===== config.mk =====
export PLATFORM = sky130hd
export DESIGN_NAME = mem_access_unit
export DESIGN_NICKNAME = d
export VERILOG_FILES = /design/src/rtl/mem_access_unit.sv
export SDC_FILE = /design/constraint.sdc
export NUM_CORES = 1
export LEC_CHECK = 0
export CORE_AREA = 4 4 135 98
export DETAILED_ROUTE_END_ITERATION = 12
export DIE_AREA = 0 0 139 102
export DONT_BUFFER_PORTS = 1
export SETUP_SLACK_MARGIN = 0.3
export SYNTH_ARGS = -nofsm -noshare
export SYNTH_HDL_FRONTEND = slang
export SYNTH_SLANG_ARGS = --single-unit

===== constraint.sdc =====
create_clock -name clk -period 4.15 [get_ports clk]
set_input_delay 0.83 -clock clk [delete_from_list [all_inputs] [get_ports clk]]
set_output_delay 0.83 -clock clk [all_outputs]
set_load 0.03 [all_outputs]

===== src/rtl/mem_access_unit.sv =====
// ============================================================================
// mem_access_unit
//   Byte/halfword/word load-store front-end for a word-wide Ram without byte
//   enables; sub-word stores are done as read-modify-write.
//   Revision: 1.0
// ============================================================================
`default_nettype none

module mem_access_unit #(
    parameter int ADDR_WIDTH     = 32,
    parameter int RAM_ADDR_WIDTH = 10,
    parameter     TAG            = "MAU"
) (
    input  logic                      clk,
    input  logic                      res,
    input  logic                      req,
    input  logic                      wr,
    input  logic [1:0]                size,
    input  logic                      signExt,
    input  logic [ADDR_WIDTH-1:0]     addr,
    input  logic [31:0]               wdata,
    output logic                      ready,
    output logic                      done,
    output logic                      misaligned,
    output logic [31:0]               rdata,
    output logic                      ramRe,
    output logic                      ramWe,
    output logic [RAM_ADDR_WIDTH-1:0] ramReadAddr,
    output logic [RAM_ADDR_WIDTH-1:0] ramWriteAddr,
    output logic [31:0]               ramDataIn,
    input  logic [31:0]               ramDataOut
);

    typedef enum logic [2:0] {
        S_IDLE    = 3'd0,
        S_READ    = 3'd1,
        S_CAPTURE = 3'd2,
        S_WRITE   = 3'd3,
        S_DONE    = 3'd4,
        S_ERR     = 3'd5
    } state_t;

    state_t                    r_state;
    logic [RAM_ADDR_WIDTH-1:0] r_word_idx;
    logic [1:0]                r_lane;
    logic                      r_wr;
    logic [1:0]                r_size;
    logic                      r_sext;
    logic [31:0]               r_wdata;
    logic [31:0]               r_merge;
    logic [31:0]               r_rdata;

    logic                      w_bad;
    logic [7:0]                w_byte;
    logic [15:0]               w_half;
    logic [31:0]               w_load;
    logic [31:0]               w_merge;
    logic                      w_unused;

    // Address bits above the Ram word index wrap around and are not used.
    assign w_unused = ^{TAG, addr[ADDR_WIDTH-1:RAM_ADDR_WIDTH+2]};

    assign w_bad = (size == 2'b11)
                || ((size == 2'b01) && addr[0])
                || ((size == 2'b10) && (addr[1:0] != 2'b00));

    always_comb begin
        w_byte = ramDataOut[{r_lane, 3'b000} +: 8];
        w_half = ramDataOut[{r_lane[1], 4'b0000} +: 16];
        case (r_size)
            2'b00:   w_load = {{24{r_sext & w_byte[7]}}, w_byte};
            2'b01:   w_load = {{16{r_sext & w_half[15]}}, w_half};
            default: w_load = ramDataOut;
        endcase
        w_merge = ramDataOut;
        if (r_size == 2'b00) begin
            w_merge[{r_lane, 3'b000} +: 8] = r_wdata[7:0];
        end else begin
            w_merge[{r_lane[1], 4'b0000} +: 16] = r_wdata[15:0];
        end
    end

    always_ff @(posedge clk) begin
        if (res) begin
            r_state    <= S_IDLE;
            r_word_idx <= '0;
            r_lane     <= 2'b00;
            r_wr       <= 1'b0;
            r_size     <= 2'b00;
            r_sext     <= 1'b0;
            r_wdata    <= '0;
            r_merge    <= '0;
            r_rdata    <= '0;
        end else begin
            case (r_state)
                S_IDLE: begin
                    if (req) begin
                        r_word_idx <= addr[RAM_ADDR_WIDTH+1:2];
                        r_lane     <= addr[1:0];
                        r_wr       <= wr;
                        r_size     <= size;
                        r_sext     <= signExt;
                        r_wdata    <= wdata;
                        if (w_bad) begin
                            r_state <= S_ERR;
                        end else if (wr && (size == 2'b10)) begin
                            r_merge <= wdata;
                            r_state <= S_WRITE;
                        end else begin
                            r_state <= S_READ;
                        end
                    end
                end
                S_READ: r_state <= S_CAPTURE;
                S_CAPTURE: begin
                    if (r_wr) begin
                        r_merge <= w_merge;
                        r_state <= S_WRITE;
                    end else begin
                        r_rdata <= w_load;
                        r_state <= S_DONE;
                    end
                end
                S_WRITE: r_state <= S_DONE;
                default: r_state <= S_IDLE;
            endcase
        end
    end

    assign ready        = (r_state == S_IDLE);
    assign done         = (r_state == S_DONE) || (r_state == S_ERR);
    assign misaligned   = (r_state == S_ERR);
    assign ramRe        = (r_state == S_READ);
    assign ramWe        = (r_state == S_WRITE);
    assign ramReadAddr  = r_word_idx;
    assign ramWriteAddr = r_word_idx;
    assign ramDataIn    = r_merge;
    assign rdata        = r_rdata;

`ifdef DEBUG_DISPLAY
    always_ff @(posedge clk) begin
        if (!res && done) begin
            $display("%s: %s size=%0d word=%h lane=%0d wdata=%h rdata=%h err=%0b",
                     TAG, r_wr ? "ST" : "LD", r_size, r_word_idx, r_lane,
                     r_wdata, r_rdata, misaligned);
        end
    end
`endif

endmodule

`default_nettype wire


After elaboration in Yosys (flattened, before gate mapping)

Index checks and enable logic that the tools add are counted.

Output and inout bits: 89
Bits in registers: 99
Input bits: 103
Word-level logic and storage cells: 60

Shift-type cells: 6
Reduce and logical (&&, ||, !) cells: 13
Eq/ne operators: 13
Muxes and demuxes: 14
Add/sub/neg operators: 2
Bitwise operators: 3

Operators by type and width:

| kind                    | number |
|---|---|
| $mux 32                 | 5 |
| $pmux 32 s2             | 2 |
| $bwmux 32               | 2 |
| $shift 16x7->32 const A | 1 |
| $shift 8x7->32 const A  | 1 |
| $shiftx 16x7->32        | 1 |
| $shiftx 32x6->16        | 1 |
| $shiftx 32x6->8         | 1 |
| $shiftx 8x7->32         | 1 |
| $neg 5->7               | 2 |
| $pmux 3 s4              | 1 |
| $mux 3                  | 3 |
| $eq 3x2->1 const B      | 2 |
| $eq 3x3->1 const B      | 2 |
| $ne 2x2->1 const B      | 3 |
| $reduce_and 5->1        | 1 |
| $eq 2x1->1 const B      | 2 |
| $eq 2x2->1 const B      | 2 |
| $reduce_and 2->1        | 2 |
| $reduce_bool 2->1       | 2 |
| $eq 3x1->1 const B      | 1 |
| $logic_and 1x1->1       | 3 |
| $logic_not 3->1         | 1 |
| $logic_or 1x1->1        | 3 |
| 5 further kinds         | 6 |

Depth between registers and ports, before layout

Gate-level depths: netlist (run 1).

Depth after elaboration: 7
Gate-level depth with buffers: 8

Worst setup path before layout (run 1)

Ideal clock, no wire load.

Path kind: register -> register
Start: register r_lane[0]
End: register r_merge[24], in the netlist ramDataIn[24]
Buffers on the path: 1
Data required time: 4,061 ps
Slack: 1,834 ps
Period minus slack after synthesis: 2,316 ps
Library setup time: 89 ps
Data arrival time: 2,228 ps
Stages on the path, launching flop included: 8
Cell sequence: dfxtp_1 clkbuf_1 inv_1 ha_1 nor4b_4 a311oi_1 a211o_1 a311oi_2

Word-level cells in the longest chain between the ends: 6
Elaborated cells on any way between the ends: 7
Those cells by class: 1 x add/sub; 2 x shift; 4 x mux

Ends and longest elaborated chain:

| element                                           | line | text |
|---|---|---|
| from (decl)                                       | 45   | `logic [1:0] r_lane;` |
| from (signal assigned)                            | 99   | `r_lane <= addr[1:0];` |
| $neg 5->7 *                                       | 77   | `w_merge[{r_lane, 3'b000} +: 8] = r_wdata[7:0];` |
| $shiftx 8x7->32 or $shift 8x7->32 (tied branches) | 77   |  |
| $bwmux 32 *                                       | 77   |  |
| $mux 32 *                                         | 76   | `if (r_size == 2'b00) begin` |
| $mux 32 *                                         | 116  | `if (r_wr) begin` |
| $pmux 32 s2 *                                     | 95   | `case (r_state)` |
| to (signal assigned)                              | 107  | `r_merge <= wdata;` |
| to (signal assigned)                              | 117  | `r_merge <= w_merge;` |
| to (decl)                                         | 50   | `logic [31:0] r_merge;` |

Mark *: on every way between the ends. The rest lies on a longest branch, timed or not. The select of a mux whose other input is x is not followed.
A chain may end at the register's enable or synchronous reset.

Worst setup path in the final report (run 1)

Start: register r_lane[0]
End: register r_merge[20], in the netlist ramDataIn[20]

The elaborated chain is that of the path after synthesis.

==> results.json, run 1 <==
{
  "r2r-end": "ramDataIn[20]",
  "crit-reg2reg-launch": "r_lane[0]",
  "clk_pin_slew_worst_paths_ps": 70,
  "nNetsFinal": 714,
  "dp_hpwl_um": 12900,
  "max_freq_ghz": 0.347,
  "rsz0062_at_grt": "false",
  "setup_viol": 0,
  "die_w_um": 139,
  "syn_inst": 664,
  "synth.distinct_cells": 51,
  "grt_pass1_wl_um": 27800,
  "drive_above_1_share": 0.123,
  "gp_congestion": 0.866,
  "cts_setup_buffers": 0,
  "grt_overflow": 0,
  "finalPower_uw": 2710,
  "avgViaCountPerCell": 6.57,
  "ant_nets": 0,
  "worstRegToRegCells": 6,
  "cp-end-kind": "flop",
  "criticalPathCategory": "reg -> reg",
  "cp_max_fo": 20,
  "rrSetupSlack_ps": 1260,
  "antenna_found_initial": 0,
  "worstSetupStartpoint": "r_lane[0]",
  "max-vdd-ir-drop_uv": 276,
  "fin_worst_skew_ps": 5.12,
  "track_usage": 0.249,
  "ioPinCount": 192,
  "critPathCapture": "ramDataIn[20]",
  "cts_buffers": 9,
  "ys.warnings.count": 0,
  "hold_viol": 0,
  "drv_cap": 0,
  "finalCritPeriodShare": 0.695,
  "hold_buffers": 0,
  "clock_tree.root_cell": "clkbuf_16",
  "initial_core_util": 0.483,
  "post_drt_wl_per_cell_um": 23.7,
  "critPathRequiredTime_ps": 4410,
  "vias": 5080,
  "ys_seq_area_frac": 0.339,
  "coreArea_sq_um": 12100,
  "cp.arrival_ps": 3150,
  "worst_setup_path_start_kind": "flop",
  "cts_tree": "built",
  "clockBufferDepth": 2,
  "status": "finished clean",
  "hp-class": "reg -> reg",
  "grt_max_degree": 98,
  "cts.sinks": 99,
  "drt_iter0_drc": 615,
  "synth_area_sq_um": 5840,
  "drc_errors": 0,
  "firstDrtPassIters": 5,
  "cts_resized": 0,
  "synth-seq-cells": 99,
  "cellPowerDensity_nw_per_um2": 449,
  "slew_headroom": 0.212,
  "avgSynthCellArea_sq_um": 8.79,
  "worstMarginPinSlew_ps": 1180,
  "core.rowCount": 34,
  "areaGrowthSynthToFinish_pct": 3.54,
  "wirelength_um": 18300,
  "design_area_sq_um": 6040,
  "worstSkewPairLatency_ps": 340,
  "maxSlewViolCount": 0,
  "die_h_um": 102,
  "htree_levels": 3,
  "min_period_ps": 2890,
  "leakage_uw": 0.00183,
  "grt_pass1_vias": 4779,
  "num_antenna_cells": 0,
  "io_buffers": 0,
  "dpl_cell_area_sq_um": 5710,
  "syn_nets": 772,
  "setup_tns_ps": 0,
  "dieArea_sq_um": 14200
}
==> Yosys cell counts, drive strengths merged <==
cell | count | area share
dfxtp | 99 | 0.34
nand2 | 93 | 0.060
a21oi | 68 | 0.059
a311oi | 58 | 0.12
buf | 40 | 0.045
clkbuf | 36 | 0.023
mux2i | 34 | 0.058
a211o | 32 | 0.048
nand2b | 32 | 0.034
a211oi | 31 | 0.041
nor2 | 31 | 0.021
nor2b | 28 | 0.030
a221oi | 9 | 0.014
o21ai | 9 | 0.0077
mux2 | 7 | 0.014
nand3b | 7 | 0.0090
a222oi | 6 | 0.010
nor3 | 6 | 0.0069
ha | 5 | 0.011
and2 | 3 | 0.0032
and3b | 3 | 0.0045
inv | 3 | 0.0019
nor3b | 3 | 0.0066
a32o | 2 | 0.0034
and2b | 2 | 0.0026
nor4b | 2 | 0.0066
or2 | 2 | 0.0021
or3 | 2 | 0.0021
a22o | 1 | 0.0017
a31oi | 1 | 0.0011
and4b | 1 | 0.0017
and4bb | 1 | 0.0021
nor4 | 1 | 0.0011
o21bai | 1 | 0.0013
o22a | 1 | 0.0015
o22ai | 1 | 0.0021
o2bb2ai | 1 | 0.0015
o32ai | 1 | 0.0015
or3b | 1 | 0.0015
==> flip-flops by register name (all words and copies together), names as in the netlist <==
name         count
rdata           32
ramDataIn       32
ramReadAddr     10
r_lane           2
r_state          3
r_wr             1
r_size           2
r_sext           1
r_wdata         16
==> how the worst min path moves through the flow <==
stage	start	endpoint	depth (start not counted)	slack, ps
CTS	r_wdata[14]	r_wdata[14]	2	470
finish	r_wdata[14]	r_wdata[14]	2	470
global route	r_wdata[14]	r_wdata[14]	2	510
detailed placement	r_wdata[14]	r_wdata[14]	2	460
global placement	r_wdata[15]	r_wdata[15]	2	460
floorplan	r_wdata[10]	r_wdata[10]	2	450
==> cell type report <==
cell class | instances | area [sq um]
clock inverter | 3 | 68.8
sequential | 99 | 1980
clock buffer | 13 | 270
multi-input combinational | 486 | 3460
tap | 162 | 203
inverter | 3 | 11.3
fill | 1169 | 6040
timing repair buffer | 7 | 52.6
==> layout by cell type, fill, tap and decap left out, types with 2 or more instances in the layout <==
cell type / n
a211o_1: 32
a211oi_1: 30
a21oi_1: 67
a221oi_1: 9
a222oi_1: 6
a311oi_1: 28
a311oi_2: 30
a32o_1: 2
and2_1: 3
and2b_1: 2
and3b_1: 3
buf_4: 7
bufinv_16: 2
clkbuf_16: 9
clkbuf_8: 3
dfxtp_1: 98
ha_1: 5
inv_1: 3
mux2_2: 7
mux2i_1: 34
nand2_1: 93
nand2b_1: 32
nand3b_1: 7
nor2_1: 30
nor2b_1: 28
nor3_1: 4
nor3_2: 2
nor4b_4: 2
o21ai_0: 9
or2_2: 2
or3_1: 2
==> report_power, final <==
group          internal [uW]  total, uW  switching [uW]
registers               1020       1200             186
clock network            580        945             366
logic                    207        562             355
==> layer usage <==
metal | up-vias | global-route usage | part of all wire
met5 | - | 0 | 0
met4 | 0 | 0.0519 | 0.016
met3 | 25 | 0.0739 | 0.086
met2 | 223 | 0.398 | 0.45
met1 | 2485 | 0.338 | 0.45
li1 | 2347 | - | -
==> metrics by stage <==
| stage | utilization | setup slack, ps | hold slack, ps | cells |
|---|---|---|---|---|
| 2_1_floorplan | - | 1830 | 448 | 664 |
| 3_3_place_gp | 0.472 | 1340 | 459 | 757 |
| 3_5_place_dp | 0.472 | 1270 | 460 | 757 |
| 4_1_cts | 0.500 | 1280 | 469 | 773 |
| 5_1_grt | 0.500 | 1040 | 510 | 773 |
| 6_report | 0.500 | 1260 | 473 | 773 |
==> kinds of logic after synthesis <==
group / Yosys count / share of synthesized area
AO/OA/AOI/OAI: 222 / 0.312
adder cells (fa/ha/maj): 5 / 0.0107
buffers and inverters: 79 / 0.0701
flip-flops: 99 / 0.339
multiplexers: 41 / 0.0718
AND/OR/NAND/NOR: 218 / 0.195
==> worst max-delay path, stage by stage, from the launching register on <==
cell and delay (ps):
dfxtp_1 740, inv_1 190, ha_1 400, nor3b_4 630
a311oi_1 230, a211o_1 370, a311oi_2 230
Note: power is estimated with default switching activity, not from simulation.
==> inputs of run 2 (changes only) <==
PLACE_DENSITY = 0.66   (was not set)
clock period = 2.4 ns   (was 4.15 ns; I/O delays follow)
==> results.json, run 2 (synthesis results as in run 1) <==
{
  "min_period_ps": 1990,
  "gp_congestion": 0.896,
  "die_h_um": 102,
  "die_w_um": 139,
  "slowest_stage": "and4bb_2",
  "crit-reg2reg-launch": "r_lane[0]",
  "htree_levels": 3,
  "drv_cap": 0,
  "worst_setup_path_start_kind": "flop",
  "path_buf_inv": 1,
  "cp_max_fo": 8,
  "final_cell_mix": "dfxtp_1, nand2_1, a21oi_1, mux2i_1",
  "worstSkewPairLatency_ps": 350,
  "areaGrowthSynthToFinish_pct": 6.43,
  "cellPowerDensity_nw_per_um2": 741,
  "cp_top_family": "compound AO/OA/AOI/OAI gates",
  "firstDrtPassIters": 5,
  "initial_core_util": 0.483,
  "hold_buffers": 0,
  "path_cells": "inv_1, ha_4, and4bb_2, a221oi_1, a211o_1, a311oi_1",
  "slew_headroom": 0.548,
  "final_cells": 790,
  "setup_tns_ps": 0,
  "worstRegToRegCells": 6,
  "vias": 5106,
  "critPathRequiredTime_ps": 2650,
  "rsz0062_at_grt": "true",
  "finalCritPeriodShare": 0.830,
  "drt_iter0_drc": 499,
  "grt_pass1_wl_um": 27500,
  "hp-class": "in -> reg",
  "grt_overflow": 0,
  "io_buffers": 0,
  "setup_viol": 0,
  "coreArea_sq_um": 12100,
  "clock_tree.root_cell": "clkbuf_16",
  "crit_cells": 6,
  "ant_nets": 0,
  "fin_worst_skew_ps": 8.41,
  "avgViaCountPerCell": 6.46,
  "cts_tree": "built",
  "hold_viol": 0,
  "dp_cells": 771,
  "antenna_found_initial": 0,
  "cp.arrival_ps": 2250,
  "maxSlewViolCount": 0,
  "slowest_delay_ps": 450,
  "grt_pass1_vias": 4636,
  "ioPinCount": 192,
  "dp_hpwl_um": 12800,
  "r2r-end": "ramDataIn[0]",
  "core.rowCount": 34,
  "cts.sinks": 99,
  "drc_errors": 0,
  "clk_pin_slew_worst_paths_ps": 70,
  "clockBufferDepth": 2,
  "cp-end-kind": "flop",
  "drive_above_1_share": 0.158,
  "num_antenna_cells": 0,
  "layout_commonest_cell": "dfxtp_1",
  "critPathCapture": "ramDataIn[0]",
  "leakage_uw": 0.00191,
  "worstMarginPinSlew_ps": 678,
  "wirelength_um": 18300,
  "track_usage": 0.245,
  "criticalPathCategory": "reg -> reg",
  "nNetsFinal": 731,
  "fillers": 1138,
  "worstSetupStartpoint": "r_lane[0]",
  "grt_max_degree": 98,
  "dieArea_sq_um": 14200,
  "max-vdd-ir-drop_uv": 387,
  "cts_buffers": 9,
  "post_drt_wl_per_cell_um": 23.1,
  "max_freq_ghz": 0.502,
  "status": "finished clean",
  "rrSetupSlack_ps": 410
}
[run 2: cell count changes in the layout (fill, tap and decap cells not counted), sizes merged]
cell      previous run  this run
clkbuf              13        11
clkinvlp             0         1
buf                  7        24
bufinv               2         1
clkinv               1         3
[run 2: where the power goes]
part	internal [uW]	leakage, uW	switching (uW)	total [uW]
clock network	832	0.000145	638	1470
registers	1760	0.000805	315	2070
logic	421	0.000960	642	1060
total	3010	0.00191	1590	4610
[run 2: area by class of cell]
class	count	area (sq um)	area share
inverters	3	11.3	0.00181
flip-flops and latches	99	1980	0.319
multi-input cells	486	3490	0.562
repair buffers	24	225	0.0362
clock buffers	11	243	0.0391
well taps	162	203	0.0326
clock inverters	5	52.6	0.00846
[run 2: through the flow]
| stage | utilization | cell area (sq um) | setup WS (ps) | total power [uW] | hold WS, ps |
|---|---|---|---|---|---|
| detailed placement | 0.485 | 5860 | 243 | 3140 | 466 |
| global route | 0.514 | 6210 | 259 | 4810 | 195 |
| global placement | 0.485 | 5860 | 291 | 3110 | 458 |
| finish | 0.514 | 6210 | 407 | 4610 | 195 |
| CTS | 0.511 | 6180 | 305 | 4600 | 193 |
| floorplan | - | 5860 | 332 | 2950 | 448 |
[run 2: worst min-delay path by stage]
stage / start / end / depth (start not counted)
finish: res / ramReadAddr[2] / 1
global route: res / ramReadAddr[2] / 1
CTS: res / ramReadAddr[2] / 1
detailed placement: r_wdata[15] / r_wdata[15] / 2
global placement: r_wdata[15] / r_wdata[15] / 2
floorplan: r_wdata[10] / r_wdata[10] / 2
[run 2: timing repair]
action                                  4_1_cts  5_1_grt
resized for setup                             0       10
cloned                                        0        0
setup buffers                                 3        0
endpoints found under the setup margin        8       55
pin swaps                                     1        2
[run 2: layer usage]
| layer | GRT usage | wire length (um) |
|---|---|---|
| met1 | 0.329 | 7870 |
| met5 | 0 | 0 |
| met3 | 0.0833 | 1910 |
| met2 | 0.385 | 8240 |
| met4 | 0.0564 | 259 |
